==> config.mk <==
export PLATFORM = sky130hd
export DESIGN_NAME = divide_scale_seq_flat
export DESIGN_NICKNAME = d
export VERILOG_FILES = /design/src/rtl/divide_scale_seq_if.sv /design/src/rtl/divide_scale_seq.sv /design/src/flat_wrapper.sv
export SDC_FILE = /design/constraint.sdc
export NUM_CORES = 1
export LEC_CHECK = 0
export CAP_MARGIN = 25
export CORE_MARGIN = 1.5
export CORE_UTILIZATION = 37
export CTS_BUF_LIST = sky130_fd_sc_hd__clkbuf_8
export DETAILED_ROUTE_END_ITERATION = 10
export GPL_TIMING_DRIVEN = 0
export SLEW_MARGIN = 40
export SYNTH_ARGS = -nofsm -noshare
export SYNTH_HDL_FRONTEND = slang
export SYNTH_SLANG_ARGS = --single-unit
==> constraint.sdc <==
create_clock -name clk_p -period 10.1 [get_ports clk_p]
set_input_delay 2.02 -clock clk_p [delete_from_list [all_inputs] [get_ports clk_p]]
set_output_delay 2.02 -clock clk_p [all_outputs]
set_load 0.005 [all_outputs]
==> src/rtl/divide_scale_seq_if.sv <==
// divide_scale_seq_if: request/result bundle for the sequential scaled divider
interface divide_scale_seq_if #(
  parameter int INPUT_WIDTH   = 18,
  parameter int OUTPUT_WIDTH  = 9,
  parameter int DIVISOR_WIDTH = 8
);
  logic signed [INPUT_WIDTH-1:0]  dividend;
  logic        [DIVISOR_WIDTH-1:0] divisor;
  logic                            round_en;
  logic                            dividend_valid_n;
  logic                            ready_n;
  logic signed [OUTPUT_WIDTH-1:0] quotient;
  logic                            quotient_valid_n;
  logic                            div_zero;
  logic                            sat;
  modport master (
    output dividend, divisor, round_en, dividend_valid_n,
    input  ready_n, quotient, quotient_valid_n, div_zero, sat
  );
  modport slave (
    input  dividend, divisor, round_en, dividend_valid_n,
    output ready_n, quotient, quotient_valid_n, div_zero, sat
  );
endinterface

==> src/rtl/divide_scale_seq.sv <==
// divide_scale_seq: signed dividend / (divisor << SHIFT), restoring, fixed latency
module divide_scale_seq #(
  parameter int INPUT_WIDTH   = 18,
  parameter int OUTPUT_WIDTH  = 9,
  parameter int DIVISOR_WIDTH = 8,
  parameter int SHIFT         = 8
) (
  input logic               clk_p,
  input logic               rst_n,
  divide_scale_seq_if.slave bus
);
  localparam int DW = DIVISOR_WIDTH + SHIFT;
  localparam int DW1 = DW + 1;
  localparam int MW = INPUT_WIDTH + 1;
  localparam int CW = $clog2(INPUT_WIDTH);
  localparam logic [CW-1:0] last = CW'(INPUT_WIDTH - 1);
  localparam logic [MW-1:0] max_pos = MW'((1 << (OUTPUT_WIDTH - 1)) - 1);
  localparam logic [MW-1:0] max_neg = MW'(1 << (OUTPUT_WIDTH - 1));
  localparam logic [OUTPUT_WIDTH-1:0] max_q = OUTPUT_WIDTH'((1 << (OUTPUT_WIDTH - 1)) - 1);
  localparam logic [OUTPUT_WIDTH-1:0] min_q = ~max_q;
  typedef enum logic [1:0] {IDLE, CALC, POST, DONE} state_t;
  state_t                   state;
  logic                     sign, rnd;
  logic [INPUT_WIDTH-1:0]   mag, q;
  logic [DIVISOR_WIDTH-1:0] dvs;
  logic [DW:0]              r, d, r_sh, r_nx;
  logic [CW-1:0]            cnt;
  logic                     ge, up, dz, sat_c, accept;
  logic [MW-1:0]            m;
  logic [OUTPUT_WIDTH-1:0]  q_c, q_out;
  logic                     rdy_n, vld_n, dz_out, sat_out;
  assign d = DW1'(dvs) << SHIFT;
  assign accept = !bus.dividend_valid_n && !rdy_n;
  assign bus.ready_n = rdy_n;
  assign bus.quotient = q_out;
  assign bus.quotient_valid_n = vld_n;
  assign bus.div_zero = dz_out;
  assign bus.sat = sat_out;
  // one restoring step plus the rounding, sign and clamp of the finished quotient
  always_comb begin
    r_sh = DW1'({r, mag[INPUT_WIDTH-1]});
    ge = r_sh >= d;
    r_nx = ge ? r_sh - d : r_sh;
    up = rnd && (DW1'({r, 1'b0}) >= d);
    m = MW'(q) + MW'(up);
    dz = dvs == '0;
    sat_c = dz || (sign ? m > max_neg : m > max_pos);
    q_c = sat_c ? (sign ? min_q : max_q) : (sign ? -m[OUTPUT_WIDTH-1:0] : m[OUTPUT_WIDTH-1:0]);
  end
  // control FSM: capture, INPUT_WIDTH division steps, finish, one-cycle strobe
  always_ff @(posedge clk_p or negedge rst_n) begin
    if (!rst_n) begin
      state <= IDLE;
      sign <= 1'b0;
      rnd <= 1'b0;
      mag <= '0;
      q <= '0;
      dvs <= '0;
      r <= '0;
      cnt <= '0;
      q_out <= '0;
      rdy_n <= 1'b0;
      vld_n <= 1'b1;
      dz_out <= 1'b0;
      sat_out <= 1'b0;
    end else begin
      vld_n <= 1'b1;
      case (state)
        CALC: begin
          r <= r_nx;
          q <= {q[INPUT_WIDTH-2:0], ge};
          mag <= mag << 1;
          cnt <= cnt + CW'(1);
          if (cnt == last) state <= POST;
        end
        POST: begin
          q_out <= q_c;
          dz_out <= dz;
          sat_out <= sat_c;
          vld_n <= 1'b0;
          rdy_n <= 1'b0;
          state <= DONE;
        end
        default: state <= IDLE;
      endcase
      if (accept) begin
        sign <= bus.dividend[INPUT_WIDTH-1];
        mag <= bus.dividend[INPUT_WIDTH-1] ? -bus.dividend : bus.dividend;
        dvs <= bus.divisor;
        rnd <= bus.round_en;
        r <= '0;
        q <= '0;
        cnt <= '0;
        rdy_n <= 1'b1;
        state <= CALC;
      end
    end
  end
endmodule

==> src/flat_wrapper.sv <==
// flat-port wrapper written by rule: the top's interface ports become plain ports
module divide_scale_seq_flat 
#(
  parameter int INPUT_WIDTH   = 18,
  parameter int OUTPUT_WIDTH  = 9,
  parameter int DIVISOR_WIDTH = 8,
  parameter int SHIFT         = 8
)
  (clk_p, rst_n, bus_dividend, bus_divisor, bus_round_en, bus_dividend_valid_n, bus_ready_n, bus_quotient, bus_quotient_valid_n, bus_div_zero, bus_sat);
  divide_scale_seq_if #(.INPUT_WIDTH(INPUT_WIDTH), .OUTPUT_WIDTH(OUTPUT_WIDTH), .DIVISOR_WIDTH(DIVISOR_WIDTH)) bus_i ();
  input logic clk_p;
  input logic rst_n;
  input wire logic [$bits(bus_i.dividend)-1:0] bus_dividend;
  input wire logic [$bits(bus_i.divisor)-1:0] bus_divisor;
  input wire logic [$bits(bus_i.round_en)-1:0] bus_round_en;
  input wire logic [$bits(bus_i.dividend_valid_n)-1:0] bus_dividend_valid_n;
  output wire logic [$bits(bus_i.ready_n)-1:0] bus_ready_n;
  output wire logic [$bits(bus_i.quotient)-1:0] bus_quotient;
  output wire logic [$bits(bus_i.quotient_valid_n)-1:0] bus_quotient_valid_n;
  output wire logic [$bits(bus_i.div_zero)-1:0] bus_div_zero;
  output wire logic [$bits(bus_i.sat)-1:0] bus_sat;
  assign bus_i.dividend = bus_dividend;
  assign bus_i.divisor = bus_divisor;
  assign bus_i.round_en = bus_round_en;
  assign bus_i.dividend_valid_n = bus_dividend_valid_n;
  assign bus_ready_n = bus_i.ready_n;
  assign bus_quotient = bus_i.quotient;
  assign bus_quotient_valid_n = bus_i.quotient_valid_n;
  assign bus_div_zero = bus_i.div_zero;
  assign bus_sat = bus_i.sat;
  divide_scale_seq #(.INPUT_WIDTH(INPUT_WIDTH), .OUTPUT_WIDTH(OUTPUT_WIDTH), .DIVISOR_WIDTH(DIVISOR_WIDTH), .SHIFT(SHIFT)) u_core (.clk_p(clk_p), .rst_n(rst_n), .bus(bus_i));
endmodule
==> run summary, run 1 <==
========================================================================================
Port Buffer Count                                                                     42
Setup Viol. Count Final                                                                0
Number of DRC violations after detailed routing                                        0
Pin count of the biggest net entering global routing                                  50
Level count of the clock H-tree                                                        3
I/O pins                                                                              43
Setup Skew                                                                      6.289 ps
Global-route usage over all layers                                                17.12%
Max transition margin                                                             49.11%
Footprint of the flip-flops and latches                                         2053 µm²
Count of fill cells added during filler insertion                                   1344
Number of clock sinks                                                                 82
Post-route setup TNS                                                                0 ps
Multi-input logic area                                                          2731 µm²
Ratio of routed vias to standard cells                                             5.206
Worst-Skew Late Latency                                                           370 ps
Most frequent cell on the critical path                                             ha_1
Critical-path cell list                                                     inv_1, ha_1, nor2b_1, o21ai_0, a21boi_0, o21ai_1, a21oi_1, nor2_1, a21boi_0, ha_1, ha_1, buf_4, nand4_2, nor3_2, o221ai_2, o311ai_4, nand4_2, or4_1, nand4_1, o21ai_1
Area growth from synthesis to layout                                              17.85%
Final number of max-transition violations                                              0
Final Routed Wirelength                                                         11.18 mm
Portion of the clock cycle consumed by the worst path in the final layout         47.30%
Pwr/cell area                                                               284.9 nW/µm²
Run status                                                                  finished clean
Crit path required time                                                         10330 ps
Class of the tightest hold or removal check                                 flop to flop
DP Area                                                                         5694 µm²
PostCTS Resize Cnt                                                                     0
Standard-cell row count                                                               42
Critical Path AT                                                                 5010 ps
Critical Path Fanout Max                                                               9
Number of hold buffers added after CTS                                                 0
Startpoint type of the worst setup path                                             flop
Pre-CTS WS                                                                       5325 ps
Clock buffers created by TritonCTS                                                     9
HPWL after detailed placement                                                   8.408 mm
Min setup slack post-route                                                       5323 ps
Peak supply drop                                                                128.1 µV
Share of the yosys chip area belonging to registers                               40.86%
Comb pwr share                                                                     52.7%
Static leakage power                                                            2.512 nW
Final #Nets                                                                          639
Final Hold Violating Endpoints                                                         0
Gpl congestion                                                                    0.8121
Delay of the slowest critical-path stage                                          450 ps
Max Root-Sink Buffers                                                                  2
Total non-filler cell area in the finished layout                               5922 µm²
Predominant post-synthesis flop cell                                             dfrtp_1
Per-cell routed wire length                                                     14.48 µm
Post-detailed-route count of antenna-violating nets                                    0
Total congestion overflow                                                              0
Final critical delay including setup and external delays                         4777 ps
Worst Max-Slew Pin Slew                                                         763.4 ps
Count of routing violations after the opening detailed-route iteration               184
RSZ-0062 raised after global routing                                               false
Post-CTS setup buffer count                                                            0
Antenna cells                                                                          0
Core region area                                                               13240 µm²
Clock tree from TritonCTS                                                            yes
Root buffer selected by CTS                                                     clkbuf_8
Flop pwr share                                                                     31.1%
Total of warnings raised by yosys                                                      0
DIE HEIGHT                                                                      119.5 µm
Post-synthesis register bit count                                                     82
Synth cell types                                                                      63
Total Die Area                                                                 14290 µm²
Post-synth EDFFs                                                                       0
Number of antenna violations at the first check in global routing                      0
Max-cap violation count                                                                0
First-pass GRT wire length                                                      19.52 mm
Sw Ratio                                                                          40.78%
CP endpoint kind                                                                    flop
Effective utilization at floorplan                                                37.94%
Number of standard cells after synthesis                                             537
Router iterations before antenna repair                                                4
Clock-pin slew on the worst setup and hold paths                                   80 ps
Fraction of final layout cells sized beyond drive strength 1                      8.557%
Net Count, Synth                                                                     585
Crit-path slowest cell                                                             or4_1
Share of flip-flops with an asynchronous set or reset after synthesis             100.0%
Timing-limited maximum frequency                                               209.3 MHz
Critical Setup Path Class                                                   flop to flop
Number of global-route vias before repair                                           4094
Internal power summed over all cells                                            999.2 µW
Die Wd                                                                          119.5 µm
Share of power burned in the clock network                                         16.1%
Via count                                                                           4019
Netlist Area Pre-Place                                                          5025 µm²
Psw                                                                             688.1 µW
Average instance area after synthesis                                          9.357 µm²
========================================================================================
-- power groups by stage --
stage | combinational [mW] | sequential [mW] | clock [mW]
after floorplan | 0.663 | 0.515 | 0
after global placement | 0.870 | 0.527 | 0
after detailed placement | 0.891 | 0.533 | 0
after CTS | 0.896 | 0.526 | 0.282
after global routing | 1.01 | 0.542 | 0.296
final | 0.890 | 0.525 | 0.272
-- cell usage after synthesis (all sizes together), types with 2 or more instances --
master | n | area, µm²
mux2 | 6 | 67.56
a21o | 2 | 15.01
a31oi | 7 | 43.79
o31ai | 6 | 45.04
nor2b | 2 | 12.51
a311oi | 2 | 23.77
a21oi | 15 | 75.07
and3b | 2 | 17.52
inv | 24 | 90.09
nand3b | 2 | 15.01
ha | 17 | 212.7
buf | 8 | 63.80
nand4 | 13 | 100.1
nor3 | 11 | 81.33
dfrtp | 81 | 2027
nor2 | 57 | 214.0
and3 | 5 | 31.28
o211ai | 6 | 45.04
xnor2 | 23 | 201.4
nor3b | 2 | 15.01
nand2 | 58 | 220.2
nand3 | 10 | 62.56
o21ai | 49 | 245.2
a211oi | 2 | 15.01
o41ai | 3 | 26.28
or2 | 2 | 12.51
xor2 | 11 | 96.34
a21boi | 5 | 37.53
nand4b | 3 | 26.28
or4 | 7 | 56.30
nand2b | 4 | 25.02
clkbuf | 23 | 86.33
nor4 | 3 | 25.02
mux2i | 49 | 490.5
-- metrics by stage --
step / power (mW) / hold WS, ps / util (%) / cells
6_report: 1.687 / 494.4 / 44.72 / 772
5_1_grt: 1.844 / 514.7 / 44.72 / 772
4_1_cts: 1.705 / 493.0 / 44.72 / 772
3_5_place_dp: 1.424 / 472.9 / 43.00 / 756
3_3_place_gp: 1.398 / 459.7 / 42.78 / 755
2_1_floorplan: 1.179 / 439.2 / - / 537
-- layer usage --
metal  part of all wire, %  GRT usage [%]  routed length [µm]  vias up
li1                      -              -                   -     2008
met4                   1.5          4.911                 165        0
met5                     0              0                   0        -
met3                   3.6          4.278                 406       15
met2                    48          28.92                5320       69
met1                    47          21.76                5283     1927
-- critical path: cells and delay by family (launching register included) --
kind,cells,cell delay [ps]
compound gates,8,1640
fa+ha+maj,3,890
buf+inv,2,240
flops,1,410
simple gates,7,1460
-- area by class of cell --
type / count / share of cell area (%)
Buffer: 31 / 2.535
Inverter: 24 / 1.521
Multi-Input combinational cell: 400 / 46.12
Sequential cell: 82 / 34.67
Tap cell: 176 / 3.719
Timing Repair Buffer: 43 / 7.585
Clock inverter: 6 / 1.521
Clock buffer: 10 / 2.324
-- worst paths after layout --
kind / startpoint / to / slack [ps] / depth (start not counted)
setup / recovery: u_core.dvs[1]$_DFFE_PN0P_ / u_core.bus.quotient[6]$_DFFE_PN0P_ / 5320 / 20
hold / removal: u_core.rnd$_DFFE_PN0P_ / u_core.rnd$_DFFE_PN0P_ / 490 / 2
setup reg to reg: u_core.dvs[1]$_DFFE_PN0P_ / u_core.bus.quotient[6]$_DFFE_PN0P_ / 5320 / 20
hold reg to reg: u_core.rnd$_DFFE_PN0P_ / u_core.rnd$_DFFE_PN0P_ / 490 / 2
max in group asynchronous: rst_n / u_core.bus.quotient_valid_n$_DFF_PN1_ / 7960 / 2
min in group asynchronous: rst_n / u_core.bus.quotient[2]$_DFFE_PN0P_ / 1530 / 1
-- cells in the final DEF (no fill, tap or decap), types with 3 or more instances in the layout --
| cell | n |
|---|---|
| buf_2 | 3 |
| clkdlybuf4s50_1 | 41 |
| ha_1 | 17 |
| o41ai_1 | 3 |
| a21oi_1 | 15 |
| clkbuf_8 | 10 |
| nor3_1 | 7 |
| mux2_2 | 6 |
| clkbuf_1 | 23 |
| nand3_1 | 9 |
| buf_6 | 4 |
| o211ai_1 | 6 |
| o21ai_0 | 46 |
| nand2b_1 | 4 |
| mux2i_1 | 49 |
| nand4b_1 | 3 |
| dfrtp_1 | 81 |
| nor2_1 | 57 |
| nand4_1 | 10 |
| inv_1 | 24 |
| or4_1 | 6 |
| and3_1 | 5 |
| o21ai_1 | 3 |
| nand4_2 | 3 |
| xnor2_1 | 23 |
| a31oi_1 | 7 |
| nand2_1 | 57 |
| xor2_1 | 11 |
| nor3_2 | 3 |
| o31ai_1 | 6 |
| a21boi_0 | 3 |
-- registers in the layout, summed over array words and instances (netlist names) --
| signal | count |
|---|---|
| u_core.rnd | 1 |
| u_core.r | 16 |
| u_core.state | 2 |
| u_core.bus.quotient | 9 |
| u_core.bus.ready_n | 1 |
| u_core.bus.sat | 1 |
| u_core.mag | 18 |
| u_core.cnt | 5 |
| u_core.dvs | 8 |
| u_core.bus.div_zero | 1 |
| u_core.bus.quotient_valid_n | 1 |
| u_core.sign | 1 |
| u_core.q | 18 |
-- cells by family after synthesis --
family	synth area share [%]
compound gates	13.72
xor+xnor	5.926
fa+ha+maj	4.631
simple gates	18.97
buf+inv	4.781
mux	11.11
flops	40.86
Note: power is estimated with default switching activity, not from simulation.
==> run 2, diff against run 1 <==
- clock period: 10.1 -> 4 ns (I/O delays scaled with it)
==> run 2 against run 1 <==
Cell area grew 4.0%. Non-clock buffer count increased by 12. Register-to-register slack lost 5200 ps. Highest routed layer unchanged. Routed wire length is 1.6% higher. Clock skew up 2.8 ps. Critical endpoint unchanged. Total power rose to 2.5 times the previous value. Largest cell class unchanged.
==> run summary, run 2 (same netlist as run 1, synthesis figures left out) <==
========================================================================================
Pre-CTS WS                                                                     -658.3 ps   was 5325 ps
Post-detailed-route count of antenna-violating nets                                    0   unchanged
Setup Skew                                                                      9.129 ps   was 6.289 ps
Die Wd                                                                          119.5 µm   unchanged
Commonest cells after routing, fill and taps aside                          dfrtp_1, nand2_1, nor2_1   was dfrtp_1, nor2_1, nand2_1
Max-cap violation count                                                                0   unchanged
Max Root-Sink Buffers                                                                  2   unchanged
Router iterations before antenna repair                                                4   unchanged
CP endpoint kind                                                                    flop   unchanged
Final #Nets                                                                          651   was 639
Port Buffer Count                                                                     42   unchanged
I/O pins                                                                              43   unchanged
Final number of max-transition violations                                              0   unchanged
Pwr/cell area                                                               697.9 nW/µm²   was 284.9 nW/µm²
Core region area                                                               13240 µm²   unchanged
Per-cell routed wire length                                                     14.50 µm   was 14.48 µm
Number of antenna violations at the first check in global routing                      0   unchanged
Worst Max-Slew Pin Slew                                                         757.5 ps   was 763.4 ps
Fraction of final layout cells sized beyond drive strength 1                      13.51%   was 8.557%
Level count of the clock H-tree                                                        3   unchanged
Clock-pin slew on the worst setup and hold paths                                   90 ps   was 80 ps
Timing-limited maximum frequency                                               261.0 MHz   was 209.3 MHz
Global-route usage over all layers                                                17.09%   was 17.12%
Max transition margin                                                             49.50%   was 49.11%
Final Routed Wirelength                                                         11.36 mm   was 11.18 mm
Number of global-route vias before repair                                           4134   was 4094
Portion of the clock cycle consumed by the worst path in the final layout         95.77%   was 47.30%
Ratio of routed vias to standard cells                                             5.188   was 5.206
Gpl congestion                                                                    0.8598   was 0.8121
Depth of the worst register-to-register path                                          19   was 20
Area growth from synthesis to layout                                              22.51%   was 17.85%
Number of clock sinks                                                                 82   unchanged
DIE HEIGHT                                                                      119.5 µm   unchanged
Root buffer selected by CTS                                                     clkbuf_8   unchanged
Final critical delay including setup and external delays                         3831 ps   was 4777 ps
Pin count of the biggest net entering global routing                                  47   was 50
Peak supply drop                                                                450.2 µV   was 128.1 µV
HPWL after detailed placement                                                   8.317 mm   was 8.408 mm
Largest registers                                                           u_core.mag (18), u_core.q (18), u_core.r (16)   unchanged
Count of fill cells added during filler insertion                                   1338   was 1344
Worst-Skew Late Latency                                                           370 ps   about the same
Crit path required time                                                          4220 ps   was 10330 ps
Run status                                                                  finished clean   unchanged
Critical Setup Path Class                                                   flop to flop   unchanged
Via count                                                                           4062   was 4019
Count of routing violations after the opening detailed-route iteration               222   was 184
Min setup slack post-route                                                      169.1 ps   was 5323 ps
Static leakage power                                                            2.623 nW   was 2.512 nW
Commonest non-fill, non-tap cell in the layout                                   dfrtp_1   unchanged
Critical Path AT                                                                 4060 ps   was 5010 ps
Final core occ                                                                    46.49%   was 44.72%
Number of DRC violations after detailed routing                                        0   unchanged
Antenna cells                                                                          0   unchanged
Setup Viol. Count Final                                                                0   unchanged
Clock tree from TritonCTS                                                            yes   unchanged
Worst hold-check slack                                                          329.5 ps   was 494.4 ps
Total Die Area                                                                 14290 µm²   unchanged
Startpoint type of the worst setup path                                             flop   unchanged
Total congestion overflow                                                              0   unchanged
Class of the tightest hold or removal check                                 primary input to async pin   was flop to flop
Clock buffers created by TritonCTS                                                     9   unchanged
First-pass GRT wire length                                                      19.69 mm   was 19.52 mm
Effective utilization at floorplan                                                37.94%   unchanged
Final Hold Violating Endpoints                                                         0   unchanged
Standard-cell row count                                                               42   unchanged
Critical Path Fanout Max                                                               6   was 9
========================================================================================
## run 2: area by class of cell
| cell class | count | area, µm² | share of cell area [%] |
|---|---|---|---|
| Multi-Input combinational cell | 400 | 2929 | 47.58 |
| Sequential cell | 82 | 2053 | 33.35 |
| Timing Repair Buffer | 55 | 539.3 | 8.760 |
| Tap cell | 176 | 220.2 | 3.577 |
| Buffer | 31 | 153.9 | 2.500 |
| Clock buffer | 10 | 137.6 | 2.236 |
| Inverter | 24 | 90.09 | 1.463 |
| Clock inverter | 5 | 32.53 | 0.5285 |
## run 2: stage by stage
stage | setup TNS, ps | power, mW | cells | instance area (µm²)
5_1_grt | -67.50 | 4.686 | 783 | 6156
2_1_floorplan | 0 | 2.979 | 537 | 5027
4_1_cts | 0 | 4.203 | 775 | 5928
3_5_place_dp | -4451 | 3.590 | 756 | 5697
6_report | 0 | 4.296 | 783 | 6156
3_3_place_gp | -74980 | 3.535 | 755 | 5668
## run 2: final timing paths
path                                                 endpoint                     from  slack, ps
setup / recovery           u_core.bus.quotient[6]$_DFFE_PN0P_  u_core.r[8]$_DFFE_PN0P_        170
hold / removal                      u_core.cnt[2]$_DFFE_PN0P_                    rst_n        330
setup reg to reg           u_core.bus.quotient[6]$_DFFE_PN0P_  u_core.r[8]$_DFFE_PN0P_        170
hold reg to reg                        u_core.rnd$_DFFE_PN0P_   u_core.rnd$_DFFE_PN0P_        480
max in group asynchronous            u_core.q[16]$_DFFE_PN0P_                    rst_n       3120
min in group clk_p                     u_core.rnd$_DFFE_PN0P_   u_core.rnd$_DFFE_PN0P_        480
## run 2: what timing repair did
item | 4_1_cts | 5_1_grt
setup buffers | 4 | 8
endpoints found under the hold margin | 0 | 0
endpoints found under the setup margin | 10 | 8
resized for setup | 9 | 29
pin swaps | 7 | 21
hold buffers | 0 | 0
## run 2: critical path: stages (launching register included)
cell	delay, ps
dfrtp_1	420
ha_4	280
nor2b_1	130
o21ai_1	100
a21boi_1	230
o21ai_2	110
a21oi_2	150
nor2_1	60
a21boi_1	170
ha_2	250
ha_4	130
buf_6	110
and4_4	270
nand2_1	100
xnor2_2	190
o311ai_4	290
nand4_4	120
or4_1	410
nand4_1	100
o21ai_1	70
## run 2: routing by layer
layer | part of all wire, % | global-route usage (%) | wire length [µm]
met3 | 4.2 | 4.753 | 473
met2 | 49 | 29.31 | 5518
met1 | 46 | 21.55 | 5275
met5 | 0 | 0 | 0
met4 | 0.77 | 3.646 | 87
## run 2: report_power, final
group | switching, mW | total [mW] | internal, mW
logic | 1.30 | 2.43 | 1.13
registers | 0.185 | 1.33 | 1.14
clock network | 0.306 | 0.543 | 0.237
==> run 3, diff against run 2 <==
- CORE_MARGIN: 1.5 -> 1
==> run 3 against run 2 <==
Register-to-register slack worse by 50 ps. Core utilization shrank 0.49 points. Count of clock-buffer cells in the layout unchanged. Non-clock buffer count down 2. Highest routed layer unchanged. Critical endpoint unchanged.
==> run summary, run 3 (same netlist as run 1, synthesis figures left out) <==
========================================================================================
DIE HEIGHT                                                                      118.5 µm   was 119.5 µm
Internal power summed over all cells                                            2.491 mW   was 2.510 mW
Final core occ                                                                    45.99%   was 46.49%
CP endpoint kind                                                                    flop   unchanged
Max transition margin                                                             49.13%   was 49.50%
Class of the tightest hold or removal check                                 primary input to async pin   unchanged
Critical-path cell list                                                     ha_4, nor2b_2, o21ai_2, a21boi_2, o21ai_2, a21oi_2, nor2_1, a21boi_1, ha_2, ha_2, buf_6, and4_4, nand2_1, xnor2_2, o311ai_4, nand4_4, or4_1, nand4_1, o21ai_1   was ha_4, nor2b_1, o21ai_1, a21boi_1, o21ai_2, a21oi_2, nor2_1, a21boi_1, ha_2, ha_4, buf_6, and4_4, nand2_1, xnor2_2, o311ai_4, nand4_4, or4_1, nand4_1, o21ai_1
Static leakage power                                                            2.611 nW   was 2.623 nW
Count of routing violations after the opening detailed-route iteration               173   was 222
Critical Setup Path Class                                                   flop to flop   unchanged
Largest registers                                                           u_core.mag (18), u_core.q (18), u_core.r (16)   unchanged
Router iterations before antenna repair                                                4   unchanged
Total power of the final layout                                                 4.267 mW   was 4.296 mW
Effective utilization at floorplan                                                37.94%   unchanged
I/O pins                                                                              43   unchanged
Final number of max-transition violations                                              0   unchanged
Timing-limited maximum frequency                                               257.6 MHz   was 261.0 MHz
Number of hold buffers added after CTS                                                 0   unchanged
Die Wd                                                                          118.5 µm   was 119.5 µm
Clock-pin slew on the worst setup and hold paths                                   80 ps   was 90 ps
Total Die Area                                                                 14050 µm²   was 14290 µm²
Final Hold Violating Endpoints                                                         0   unchanged
Sw Ratio                                                                          41.61%   was 41.58%
Clock tree from TritonCTS                                                            yes   unchanged
Flop pwr share                                                                     31.1%   was 30.9%
Core region area                                                               13240 µm²   unchanged
Max Root-Sink Buffers                                                                  2   unchanged
Crit path required time                                                          4230 ps   was 4220 ps
Min setup slack post-route                                                      117.9 ps   was 169.1 ps
Crit-path slowest cell                                                           dfrtp_1   unchanged
Commonest non-fill, non-tap cell in the layout                                   dfrtp_1   unchanged
Number of DRC violations after detailed routing                                        0   unchanged
Run status                                                                  finished clean   unchanged
Global-route usage over all layers                                                17.02%   was 17.09%
Standard-cell row count                                                               42   unchanged
Startpoint type of the worst setup path                                             flop   unchanged
Busiest grt layer                                                                   met2   unchanged
Worst-Skew Late Latency                                                           370 ps   about the same
Via count                                                                           4038   was 4062
Grt met2 use                                                                      29.35%   was 29.31%
Final critical delay including setup and external delays                         3882 ps   was 3831 ps
HPWL after detailed placement                                                   8.221 mm   was 8.317 mm
Antenna cells                                                                          0   unchanged
Number of clock sinks                                                                 82   unchanged
Number of antenna violations at the first check in global routing                      0   unchanged
Level count of the clock H-tree                                                        3   unchanged
Worst Max-Slew Pin Slew                                                         763.1 ps   was 757.5 ps
Final Routed Wirelength                                                         11.18 mm   was 11.36 mm
Gpl congestion                                                                    0.8596   was 0.8598
Area growth from synthesis to layout                                              21.22%   was 22.51%
Met1 demand-to-capacity share in global routing                                   20.93%   was 21.55%
Port Buffer Count                                                                     42   unchanged
Fraction of final layout cells sized beyond drive strength 1                      12.87%   was 13.51%
Setup Viol. Count Final                                                                0   unchanged
Critical Path Fanout Max                                                               8   was 6
Number of global-route vias before repair                                           4028   was 4134
Clock buffers created by TritonCTS                                                     9   unchanged
Per-cell routed wire length                                                     14.29 µm   was 14.50 µm
Post-detailed-route count of antenna-violating nets                                    0   unchanged
Final #Nets                                                                          649   was 651
First-pass GRT wire length                                                      19.01 mm   was 19.69 mm
Setup Skew                                                                      7.707 ps   was 9.129 ps
Portion of the clock cycle consumed by the worst path in the final layout         97.05%   was 95.77%
Max-cap violation count                                                                0   unchanged
Total congestion overflow                                                              0   unchanged
Pin count of the biggest net entering global routing                                  61   was 47
Critical Path AT                                                                 4110 ps   was 4060 ps
Comb pwr share                                                                     56.2%   was 56.5%
Peak supply drop                                                                397.1 µV   was 450.2 µV
Delay of the slowest critical-path stage                                          440 ps   was 420 ps
Commonest cells after routing, fill and taps aside                          dfrtp_1, nand2_1, nor2_1   unchanged
Root buffer selected by CTS                                                     clkbuf_8   unchanged
Share of power burned in the clock network                                         12.7%   was 12.6%
Pwr/cell area                                                               700.5 nW/µm²   was 697.9 nW/µm²
Psw                                                                             1.776 mW   was 1.787 mW
Met3 track demand over resource in global routing                                 4.537%   was 4.753%
Pre-CTS WS                                                                     -682.0 ps   was -658.3 ps
Ratio of routed vias to standard cells                                             5.164   was 5.188
========================================================================================
run 3: repair_timing:
item | 4_1_cts | 5_1_grt
buffers inserted | 3 | 7
pin swaps | 9 | 15
gates resized for setup | 11 | 20
setup endpoints to repair | 10 | 10
run 3: critical path, delay by kind of cell (launching register included):
| family | cells | cell delay (ps) |
|---|---|---|
| simple gates | 7 | 1230 |
| compound gates | 7 | 1070 |
| fa+ha+maj | 3 | 690 |
| flops | 1 | 440 |
| xor+xnor | 1 | 190 |
| buf+inv | 1 | 130 |
run 3: final timing paths:
check / from / cells after the start / end / slack, ps
setup / recovery: u_core.r[8]$_DFFE_PN0P_ / 19 / u_core.bus.quotient[6]$_DFFE_PN0P_ / 120
hold / removal: rst_n / 1 / u_core.q[4]$_DFFE_PN0P_ / 270
setup reg to reg: u_core.r[8]$_DFFE_PN0P_ / 19 / u_core.bus.quotient[6]$_DFFE_PN0P_ / 120
hold reg to reg: u_core.rnd$_DFFE_PN0P_ / 2 / u_core.rnd$_DFFE_PN0P_ / 490
max in group asynchronous: rst_n / 2 / u_core.mag[12]$_DFFE_PN0P_ / 3180
min in group clk_p: u_core.rnd$_DFFE_PN0P_ / 2 / u_core.rnd$_DFFE_PN0P_ / 490
run 3: layer usage:
layer  part of all wire (%)  vias up  wire, µm
met5                      0        -         0
met1                     47     1936      5210
met3                    4.0       10       449
met2                     48       73      5383
met4                    1.2        0       133
li1                       -     2019         -
run 3: layout make-up:
type,instances,area (µm²)
multi-input combinational,400,2865
timing repair buffer,53,536.8
fill,1359,7152
clock inverter,6,33.78
buffer,31,153.9
inverter,24,90.09
tap,176,220.2
clock buffer,10,137.6
sequential,82,2053
run 3: power groups by stage:
| stage | Sequential, mW | Clock, mW | Combinational [mW] |
|---|---|---|---|
| after floorplan | 1.30 | 0 | 1.68 |
| after global placement | 1.33 | 0 | 2.20 |
| after detailed placement | 1.34 | 0 | 2.25 |
| after CTS | 1.33 | 0.566 | 2.31 |
| after global routing | 1.37 | 0.599 | 2.67 |
| final | 1.33 | 0.541 | 2.40 |
run 3: through the flow:
stage / setup TNS, ps / hold slack [ps] / instance area (µm²) / instances
final: 0 / 271.2 / 6091 / 782
after global placement: -71050 / 458.7 / 5668 / 755
after floorplan: 0 / 439.2 / 5027 / 537
after CTS: 0 / 263.5 / 5953 / 775
after detailed placement: -4853 / 474.8 / 5697 / 756
after global routing: -142.8 / 266.7 / 6091 / 782
